$ cat config.mk
export PLATFORM = sky130hd
export DESIGN_NAME = redmule_z_tile_buffer_flat
export DESIGN_NICKNAME = d
export VERILOG_FILES = /design/src/rtl/redmule_z_tile_buffer_if.sv /design/src/rtl/redmule_z_tile_buffer.sv /design/src/flat_wrapper.sv
export SDC_FILE = /design/constraint.sdc
export NUM_CORES = 1
export LEC_CHECK = 0
export ABC_AREA = 1
export CORE_MARGIN = 2
export CORE_UTILIZATION = 40
export DETAILED_ROUTE_END_ITERATION = 10
export PLACE_DENSITY_LB_ADDON = 0.1
export REMOVE_ABC_BUFFERS = 1
export SLEW_MARGIN = 5
export SYNTH_ARGS = -nofsm -noshare
export SYNTH_HDL_FRONTEND = slang
export SYNTH_SLANG_ARGS = --single-unit
$ cat constraint.sdc
create_clock -name clk_i -period 10.55 [get_ports clk_i]
set_input_delay 2.11 -clock clk_i [delete_from_list [all_inputs] [get_ports clk_i]]
set_output_delay 2.11 -clock clk_i [all_outputs]
set_load 0.01 [all_outputs]
$ cat src/rtl/redmule_z_tile_buffer_if.sv
// redmule_z_tile_buffer_if: fill and drain handshake bundle of the Z tile buffer
interface redmule_z_tile_buffer_if #(
  parameter int Height = 4,
  parameter int Width  = 8,
  parameter int DATA_W = 16
);
  logic                       fill;
  logic [Height*DATA_W-1:0]   fill_data;
  logic                       store;
  logic                       z_valid;
  logic                       z_ready;
  logic [Width*DATA_W-1:0]    z_data;
  modport master (output fill, fill_data, store, z_ready, input z_valid, z_data);
  modport slave  (input fill, fill_data, store, z_ready, output z_valid, z_data);
endinterface

$ cat src/rtl/redmule_z_tile_buffer.sv
// redmule_z_tile_buffer: collects engine columns, drains the tile transposed as rows
module redmule_z_tile_buffer #(
  parameter int Height = 4,
  parameter int Width  = 8,
  parameter int DATA_W = 16
) (
  input  logic                     clk_i,
  input  logic                     rst_i,
  input  logic                     clear_i,
  input  logic                     clk_en_i,
  redmule_z_tile_buffer_if.slave   z_if,
  output logic                     full_o,
  output logic                     empty_o,
  output logic                     ovf_o
);
  localparam int CW = Width > 1 ? $clog2(Width) : 1;
  localparam int RW = Height > 1 ? $clog2(Height) : 1;
  localparam logic [0:0] FILL = 1'b0, DRAIN = 1'b1;
  logic [0:0]        r_state;
  logic [CW-1:0]     r_col;
  logic [RW-1:0]     r_row;
  logic              r_act, r_ovf;
  logic [DATA_W-1:0] r_mem [Height][Width];
  logic              w_beat, w_valid, w_hs, w_last_col, w_last_row;
  assign w_beat     = z_if.fill && clk_en_i;
  assign w_valid    = (r_state == DRAIN) && (z_if.store || r_act);
  assign w_hs       = w_valid && z_if.z_ready;
  assign w_last_col = r_col == CW'(Width - 1);
  assign w_last_row = r_row == RW'(Height - 1);
  assign full_o     = r_state == DRAIN;
  assign empty_o    = (r_state == FILL) && (r_col == '0);
  assign ovf_o      = r_ovf;
  assign z_if.z_valid = w_valid;
  for (genvar c = 0; c < Width; c++) begin : g_row
    assign z_if.z_data[c*DATA_W +: DATA_W] = w_valid ? r_mem[r_row][c] : '0;
  end
  // r_act keeps a started row offered until its handshake, independent of store
  always_ff @(posedge clk_i or posedge rst_i) begin
    if (rst_i) begin
      r_state <= FILL;
      r_col   <= '0;
      r_row   <= '0;
      r_act   <= 1'b0;
      r_ovf   <= 1'b0;
    end else if (clear_i) begin
      r_state <= FILL;
      r_col   <= '0;
      r_row   <= '0;
      r_act   <= 1'b0;
      r_ovf   <= 1'b0;
    end else if (r_state == FILL) begin
      if (w_beat) begin
        r_col   <= w_last_col ? '0 : r_col + CW'(1);
        r_state <= w_last_col ? DRAIN : FILL;
      end
    end else begin
      r_act <= w_valid && !w_hs;
      if (w_beat) r_ovf <= 1'b1;
      if (w_hs) begin
        r_row   <= w_last_row ? '0 : r_row + RW'(1);
        r_state <= w_last_row ? FILL : DRAIN;
      end
    end
  end
  always_ff @(posedge clk_i) begin
    if (!clear_i && r_state == FILL && w_beat)
      for (int r = 0; r < Height; r++) r_mem[r][r_col] <= z_if.fill_data[r*DATA_W +: DATA_W];
  end
endmodule

$ cat src/flat_wrapper.sv
// flat-port wrapper written by rule: the top's interface ports become plain ports
module redmule_z_tile_buffer_flat 
#(
  parameter int Height = 4,
  parameter int Width  = 8,
  parameter int DATA_W = 16
)
  (clk_i, rst_i, clear_i, clk_en_i, full_o, empty_o, ovf_o, z_if_fill, z_if_fill_data, z_if_store, z_if_z_ready, z_if_z_valid, z_if_z_data);
  redmule_z_tile_buffer_if #(.Height(Height), .Width(Width), .DATA_W(DATA_W)) z_if_i ();
  input  logic clk_i;
  input  logic rst_i;
  input  logic clear_i;
  input  logic clk_en_i;
  output logic full_o;
  output logic empty_o;
  output logic ovf_o;
  input wire logic [$bits(z_if_i.fill)-1:0] z_if_fill;
  input wire logic [$bits(z_if_i.fill_data)-1:0] z_if_fill_data;
  input wire logic [$bits(z_if_i.store)-1:0] z_if_store;
  input wire logic [$bits(z_if_i.z_ready)-1:0] z_if_z_ready;
  output wire logic [$bits(z_if_i.z_valid)-1:0] z_if_z_valid;
  output wire logic [$bits(z_if_i.z_data)-1:0] z_if_z_data;
  assign z_if_i.fill = z_if_fill;
  assign z_if_i.fill_data = z_if_fill_data;
  assign z_if_i.store = z_if_store;
  assign z_if_i.z_ready = z_if_z_ready;
  assign z_if_z_valid = z_if_i.z_valid;
  assign z_if_z_data = z_if_i.z_data;
  redmule_z_tile_buffer #(.Height(Height), .Width(Width), .DATA_W(DATA_W)) u_core (.clk_i(clk_i), .rst_i(rst_i), .clear_i(clear_i), .clk_en_i(clk_en_i), .z_if(z_if_i), .full_o(full_o), .empty_o(empty_o), .ovf_o(ovf_o));
endmodule
==> results by group, run 1 <==
Floorplanning
  – Die area: slightly below 60000 um^2
  – Starting Density: 40.27%
  – Chip height: 241.6 um
  – Die extent in x: between 200 and 250 um
  – Ports: 203
  – Num rows: 87
  – CORE AREA: between 50000 and 60000 um^2

Finish
  – Share of cells above drive strength 1: 9.382%
  – Final net count: 2342
  – FILL cells: 5119
  – Final core utilization: between 40 and 50%
  – Layout area overhead: 19.51%

Timing
  – Least-Margin Pin Slew: around 1.2 ns
  – Relative max-transition margin: 18.00%
  – Final setup viols: 0
  – RSZ-0062 raised after global routing: false
  – Final worst path period need: 6.892 ns
  – Final Cycle Share: roughly 65%
  – Final setup skew: approximately 0.011 ns
  – Hold slack: 0.5089 ns
  – Fin. max-slew vios: 0
  – Setup TNS: 0 ns
  – Final hold vios: 0
  – Fmax achieved: 0.1451 GHz

Routing
  – DR vias: 14190
  – DR pass1 iterations: 5
  – Wire per inst: 17.60 um
  – Drt via density: 4.621
  – Total Routed Length: roughly 54 mm
  – ANT nets after route: 0
  – DRC violations left: 0
  – Starting DRT DRC Count: ~840

Critical path
  – CP required: 8.44 ns
  – Setup crit start kind: primary input
  – Max FO, Critical Path: 57
  – Crit path from: z_if_store
  – Worst EP arrival: between 4 and 5 ns
  – Worst r2r src: u_core.full_o
  – Crit path kind: primary input to primary output
  – Crit. End Element: primary output

CTS
  – CTS sink cnt: 520
  – Clock root cell: clkbuf_16
  – CTS hold repair buffers: 0
  – Post-CTS Setup Bufs: 0
  – Clk slew on worst S/H paths: roughly 0.06 ns
  – CTS Buffer Depth: 3
  – CTS tree: built
  – Clock insertion delay at the later pin of the skew report: 0.59 ns
  – CTS resizes: 0
  – CTS buffer count: 55
  – H-tree levels: 2

Worst hold path
  – Hold Crit Start: u_core.ovf_o
  – Worst min path class: flop to flop

Synth
  – Top-count cell post-synth: nand2_1
  – Most frequent cells after synthesis: 531 x nand2_1, 520 x inv_1, 512 x edfxtp_1
  – Syn Area/Cell: 10.81 um^2
  – EDFF count, synth: approximately 510
  – Register area share after synthesis: 68.99%
  – Asr flop ratio synth: ~1.5%
  – Cell area after synthesis: between 20000 and 25000 um^2
  – Flops & latches, synth: 520
  – Top cell type's share of synthesized area: 68.11%
  – Cells after synthesis: approximately 2100
  – Synth area leaders: edfxtp_1 68%, nand2_1 8.8%, inv_1 8.6%
  – Syn. warnings: 0
  – Netlist cell types: 21
  – Top_reg_cell synth: edfxtp_1
  – Synth area leader: edfxtp_1

GRT
  – Gr ovfl total: 0
  – GRT Resource Usage Total: 18.50%
  – First-pass GRT wire length: 83.12 mm
  – Vias in the first global route: 14000
  – Largest net degree at the start of global routing: 170
  – Initial antenna violation count: 5

Power
  – Seq pwr share: 53.6%
  – Worst vdd ir: 0.1084 mV
  – Clock network fraction of total power: 44.6%
  – Switching Fraction: 19.92%
  – P_leak: roughly 11 nW
  – Switching power: 848.7 uW
  – Final total power: between 4 and 5 mW
  – Internal power: approximately 3.4 mW
  – P per Cell Area: about 160 nW/um^2
  – Comb pwr share: 1.8%

Flow run
  – Max Cap Viol: 0

Place
  – Placer congestion estimate: around 0.74
  – Port Buffers: 202
  – DP HPWL: 31.12 mm

Outcome
  – Outcome: finished, final reports clean
[power by group through the flow]
| stage | Clock (mW) | Sequential (mW) | Combinational (mW) |
|---|---|---|---|
| final | 1.90 | 2.29 | 0.0774 |
| after global routing | 2.02 | 2.29 | 0.0862 |
| after CTS | 1.95 | 2.29 | 0.0797 |
| after detailed placement | 0 | 2.33 | 0.0794 |
| after global placement | 0 | 2.33 | 0.0782 |
| after floorplan | 0 | 2.33 | 0.0145 |
[layout by cell type, fill, tap and decap left out, types with 2 or more instances in the layout]
master           instances
o21ai_0                  6
ha_1                     4
nor2_4                   9
nand3_1                260
nor2_1                   4
diode_2                  2
nand4_1                  2
dfrtp_1                  6
inv_1                  519
clkinv_2                17
clkbuf_1                 5
clkdlybuf4s50_1        202
edfxtp_1               512
clkinvlp_4               4
clkbuf_16               57
bufinv_16                5
dfrtp_4                  2
clkinv_1                15
a21oi_1                 28
nand2_1                531
buf_4                   18
a21oi_2                100
[path summary, 6_finish.rpt]
kind	endpoint	slack [ns]	depth (start not counted)
max in group asynchronous	u_core.r_row[0]	8.50	2
min reg2reg	u_core.ovf_o	0.51	2
max	z_if_z_data[16]	3.66	7
min in group asynchronous	u_core.r_act	1.77	2
max reg2reg	u_core.r_mem[0][69]	7.49	6
min	u_core.ovf_o	0.51	2
[cell families after synthesis]
group	count (synthesis)	synth area share (%)
AOI/OAI and AO/OA	135	4.667
adders and majority gates	4	0.2217
buffers and inverters	623	11.18
DFF	520	68.99
and+or+nand+nor	807	14.93
[metrics by stage]
stage                     area (um^2)  std cells  worst slack, ns
after floorplan                 22020       1990          -0.1828
after global placement          25200       2966            3.669
after detailed placement        25200       2966            3.626
after CTS                       26970       3069            3.624
after global routing            26980       3070            3.482
final                           26980       3071            3.658
[flip-flops by register name, summed over array words and instances, names as in the netlist]
register and flops:
u_core.ovf_o 1, u_core.r_row 2, u_core.r_mem 512, u_core.full_o 1
u_core.r_act 1, u_core.r_col 3
[area by class of cell]
| type | count | area (um^2) | area share [%] |
|---|---|---|---|
| timing repair buffer | 220 | 2157 | 7.996 |
| multi-input combinational | 946 | 4534 | 16.81 |
| antenna | 2 | 5.005 | 0.01855 |
| clock inverter | 41 | 326.6 | 1.210 |
| sequential | 520 | 15580 | 57.76 |
| inverter | 524 | 1982 | 7.346 |
| clock buffer | 62 | 1445 | 5.357 |
| tap | 756 | 945.9 | 3.506 |
[critical path, stage by stage]
cell	delay, ns
clkdlybuf4s50_1	0.41
nor2_1	0.18
nor2_4	0.08
inv_6	0.49
buf_4	0.74
a21oi_1	0.11
clkdlybuf4s50_1	0.52
[layer usage]
layer / wire length (um) / vias up / GRT usage, %
met5: 39 / - / 0
met4: 952 / 6 / 4.531
met3: 2450 / 73 / 3.541
met2: 26220 / 286 / 30.71
met1: 24400 / 6827 / 25.08
li1: - / 7000 / -
Power figures use the tool's default switching activity.
==> run 2, diff against run 1 <==
- clock period: 10.55 -> 7.05 ns (I/O delays scaled with it)
==> results by group, run 2 (synthesis results as in run 1) <==
Outcome
  – Outcome: finished, final reports clean (unchanged)

Finish
  – Largest register FFs: 512 (unchanged)
  – Final core utilization: 48.13% (was 48.12%)
  – FILL cells: 5124 (was 5119)
  – Share of cells above drive strength 1: 9.004% (was 9.382%)
  – Most frequent cells in the layout: 531 x nand2_1, 519 x inv_1, 512 x edfxtp_1 (unchanged)
  – Commonest non-fill, non-tap cell in the layout: nand2_1 (unchanged)
  – Largest regs: u_core.r_mem x512, u_core.r_col x3, u_core.r_row x2 (unchanged)
  – Largest Register: u_core.r_mem (unchanged)
  – Layout area overhead: 19.52% (was 19.51%)
  – Final net count: 2346 (was 2342)

Routing
  – Top Layer Used: met5 (unchanged)
  – Drt via density: 4.649 (was 4.621)
  – Wire per inst: 17.71 um (was 17.60 um)
  – Wire length on met3: 2.400 mm (was 2.450 mm)
  – Total Routed Length: 54.33 mm (was 54.06 mm)
  – Starting DRT DRC Count: 746 (was 844)
  – M1 WL: 24.41 mm (was 24.40 mm)
  – ANT nets after route: 0 (unchanged)
  – DR pass1 iterations: 7 (was 5)
  – Met2 WL: 26.00 mm (was 26.22 mm)
  – DR vias: 14260 (was 14190)
  – DRC violations left: 0 (unchanged)

Timing
  – Hold slack: 0.4937 ns (was 0.5089 ns)
  – Final Cycle Share: about three quarters
  – Final hold vios: 0 (unchanged)
  – Final worst path period need: around 5.1 ns
  – Fmax achieved: approximately 0.2 GHz
  – Setup ws final: 1.902 ns (was 3.658 ns)
  – Final setup skew: 0.01627 ns (was 0.01089 ns)
  – RSZ-0062 raised after global routing: false (unchanged)
  – Relative max-transition margin: 18.86% (was 18.00%)
  – Fin. max-slew vios: 0 (unchanged)
  – Final setup viols: 0 (unchanged)
  – Least-Margin Pin Slew: 1.214 ns (was 1.230 ns)

Critical path
  – Crit. End Element: primary output (unchanged)
  – Worst EP arrival: 3.74 ns (was 4.78 ns)
  – Max FO, Critical Path: 150 (was 57)
  – CP cell instances: inv_8 > buf_12 > nand2_1 > nand3_1 > a21oi_2 > clkdlybuf4s50_1 (was clkdlybuf4s50_1 > nor2_1 > nor2_4 > inv_6 > buf_4 > a21oi_1 > clkdlybuf4s50_1)
  – R2R Setup Slk: 4.00 ns (was 7.49 ns)
  – CP peak stage delay: 0.99 ns (was 0.74 ns)
  – CP required: 5.64 ns (was 8.44 ns)
  – Slowest library cell on the worst path: dfrtp_4 (was buf_4)
  – Crit path kind: flop to primary output (was primary input to primary output)
  – Setup crit start kind: flop (was primary input)

Floorplanning
  – CORE AREA: 56060 um^2 (unchanged)
  – Num rows: 87 (unchanged)
  – Starting Density: 40.27% (unchanged)
  – Die area: 58350 um^2 (unchanged)
  – Die extent in x: 241.6 um (unchanged)
  – Chip height: 241.6 um (unchanged)
  – Ports: 203 (unchanged)

CTS
  – CTS tree: built (unchanged)
  – CTS resizes: 0 (unchanged)
  – Clk slew on worst S/H paths: 0.06 ns (about the same)
  – CTS sink cnt: 520 (unchanged)
  – H-tree levels: 2 (unchanged)
  – Post-CTS Setup Bufs: 0 (unchanged)
  – CTS hold repair buffers: 0 (unchanged)
  – Clock insertion delay at the later pin of the skew report: 0.59 ns (about the same)
  – CTS buffer count: 55 (unchanged)
  – CTS Buffer Depth: 3 (unchanged)
  – Clock root cell: clkbuf_16 (unchanged)

Place
  – Dpl ws: 1.940 ns (was 3.626 ns)
  – Placer congestion estimate: 0.7487 (was 0.7444)
  – Port Buffers: 202 (unchanged)
  – DP HPWL: 31.74 mm (was 31.12 mm)

Worst hold path
  – Worst min path class: flop to flop (unchanged)

Power
  – P_leak: 11.03 nW (was 11.04 nW)
  – Worst vdd ir: 0.1676 mV (was 0.1084 mV)
  – P per Cell Area: 233.4 nW/um^2 (was 158.0 nW/um^2)

GRT
  – Initial antenna violation count: 2 (was 5)
  – First-pass GRT wire length: 83.15 mm (was 83.12 mm)
  – Vias in the first global route: 13900 (was 14000)
  – GRT Resource Usage Total: 18.58% (was 18.50%)
  – Largest net degree at the start of global routing: 151 (was 170)
  – Gr ovfl total: 0 (unchanged)

Flow run
  – Max Cap Viol: 0 (unchanged)
-- run 2: stage by stage --
stage | setup TNS, ns | instances | cell area [um^2] | total power, mW
after detailed placement | 0 | 2970 | 25280 | 3.608
after floorplan | -381.51 | 1990 | 22020 | 3.509
final | 0 | 3067 | 26980 | 6.298
after CTS | 0 | 3066 | 26980 | 6.378
after global routing | 0 | 3066 | 26980 | 6.499
after global placement | 0 | 2970 | 25280 | 3.605
-- run 2: per-layer routing --
layer  global-route usage, %  up-vias
met5                       0        -
met4                   6.229        2
met3                   2.741       93
met2                   30.47      320
met1                   25.39     6856
li1                        -     6988
-- run 2: power breakdown --
group          leakage (nW)  switching, mW  total (mW)  internal, mW
registers              4.72        0.00423        3.42          3.42
logic                  5.49         0.0768       0.120        0.0430
clock network         0.822           1.14        2.76          1.62
total                  11.0           1.22        6.30          5.08
-- run 2: final cells by class --
class / count / area, um^2 / share of cell area [%]
sequential: 520 / 15580 / 57.76
multi-input combinational: 946 / 4534 / 16.81
timing repair buffer: 224 / 2237 / 8.292
inverter: 524 / 1982 / 7.346
clock buffer: 76 / 1498 / 5.551
tap: 756 / 945.9 / 3.506
clock inverter: 20 / 197.7 / 0.7327
antenna: 1 / 2.502 / 0.009275
-- run 2: worst paths after layout --
kind	to	cells past startpoint	start
min in group asynchronous	u_core.r_act	2	rst_i
max in group asynchronous	u_core.r_row[0]	2	rst_i
setup / recovery	z_if_z_data[82]	6	u_core.r_row[0]
setup reg to reg	u_core.r_mem[3][48]	6	u_core.full_o
hold / removal	u_core.ovf_o	2	u_core.ovf_o
hold reg to reg	u_core.ovf_o	2	u_core.ovf_o
-- run 2: worst max-delay path: cells and delay by family, from the launching register on --
| family | cells | cell delay, ns |
|---|---|---|
| simple gates | 2 | 0.31 |
| buf+inv | 3 | 1.44 |
| flops | 1 | 0.99 |
| compound gates | 1 | 0.19 |
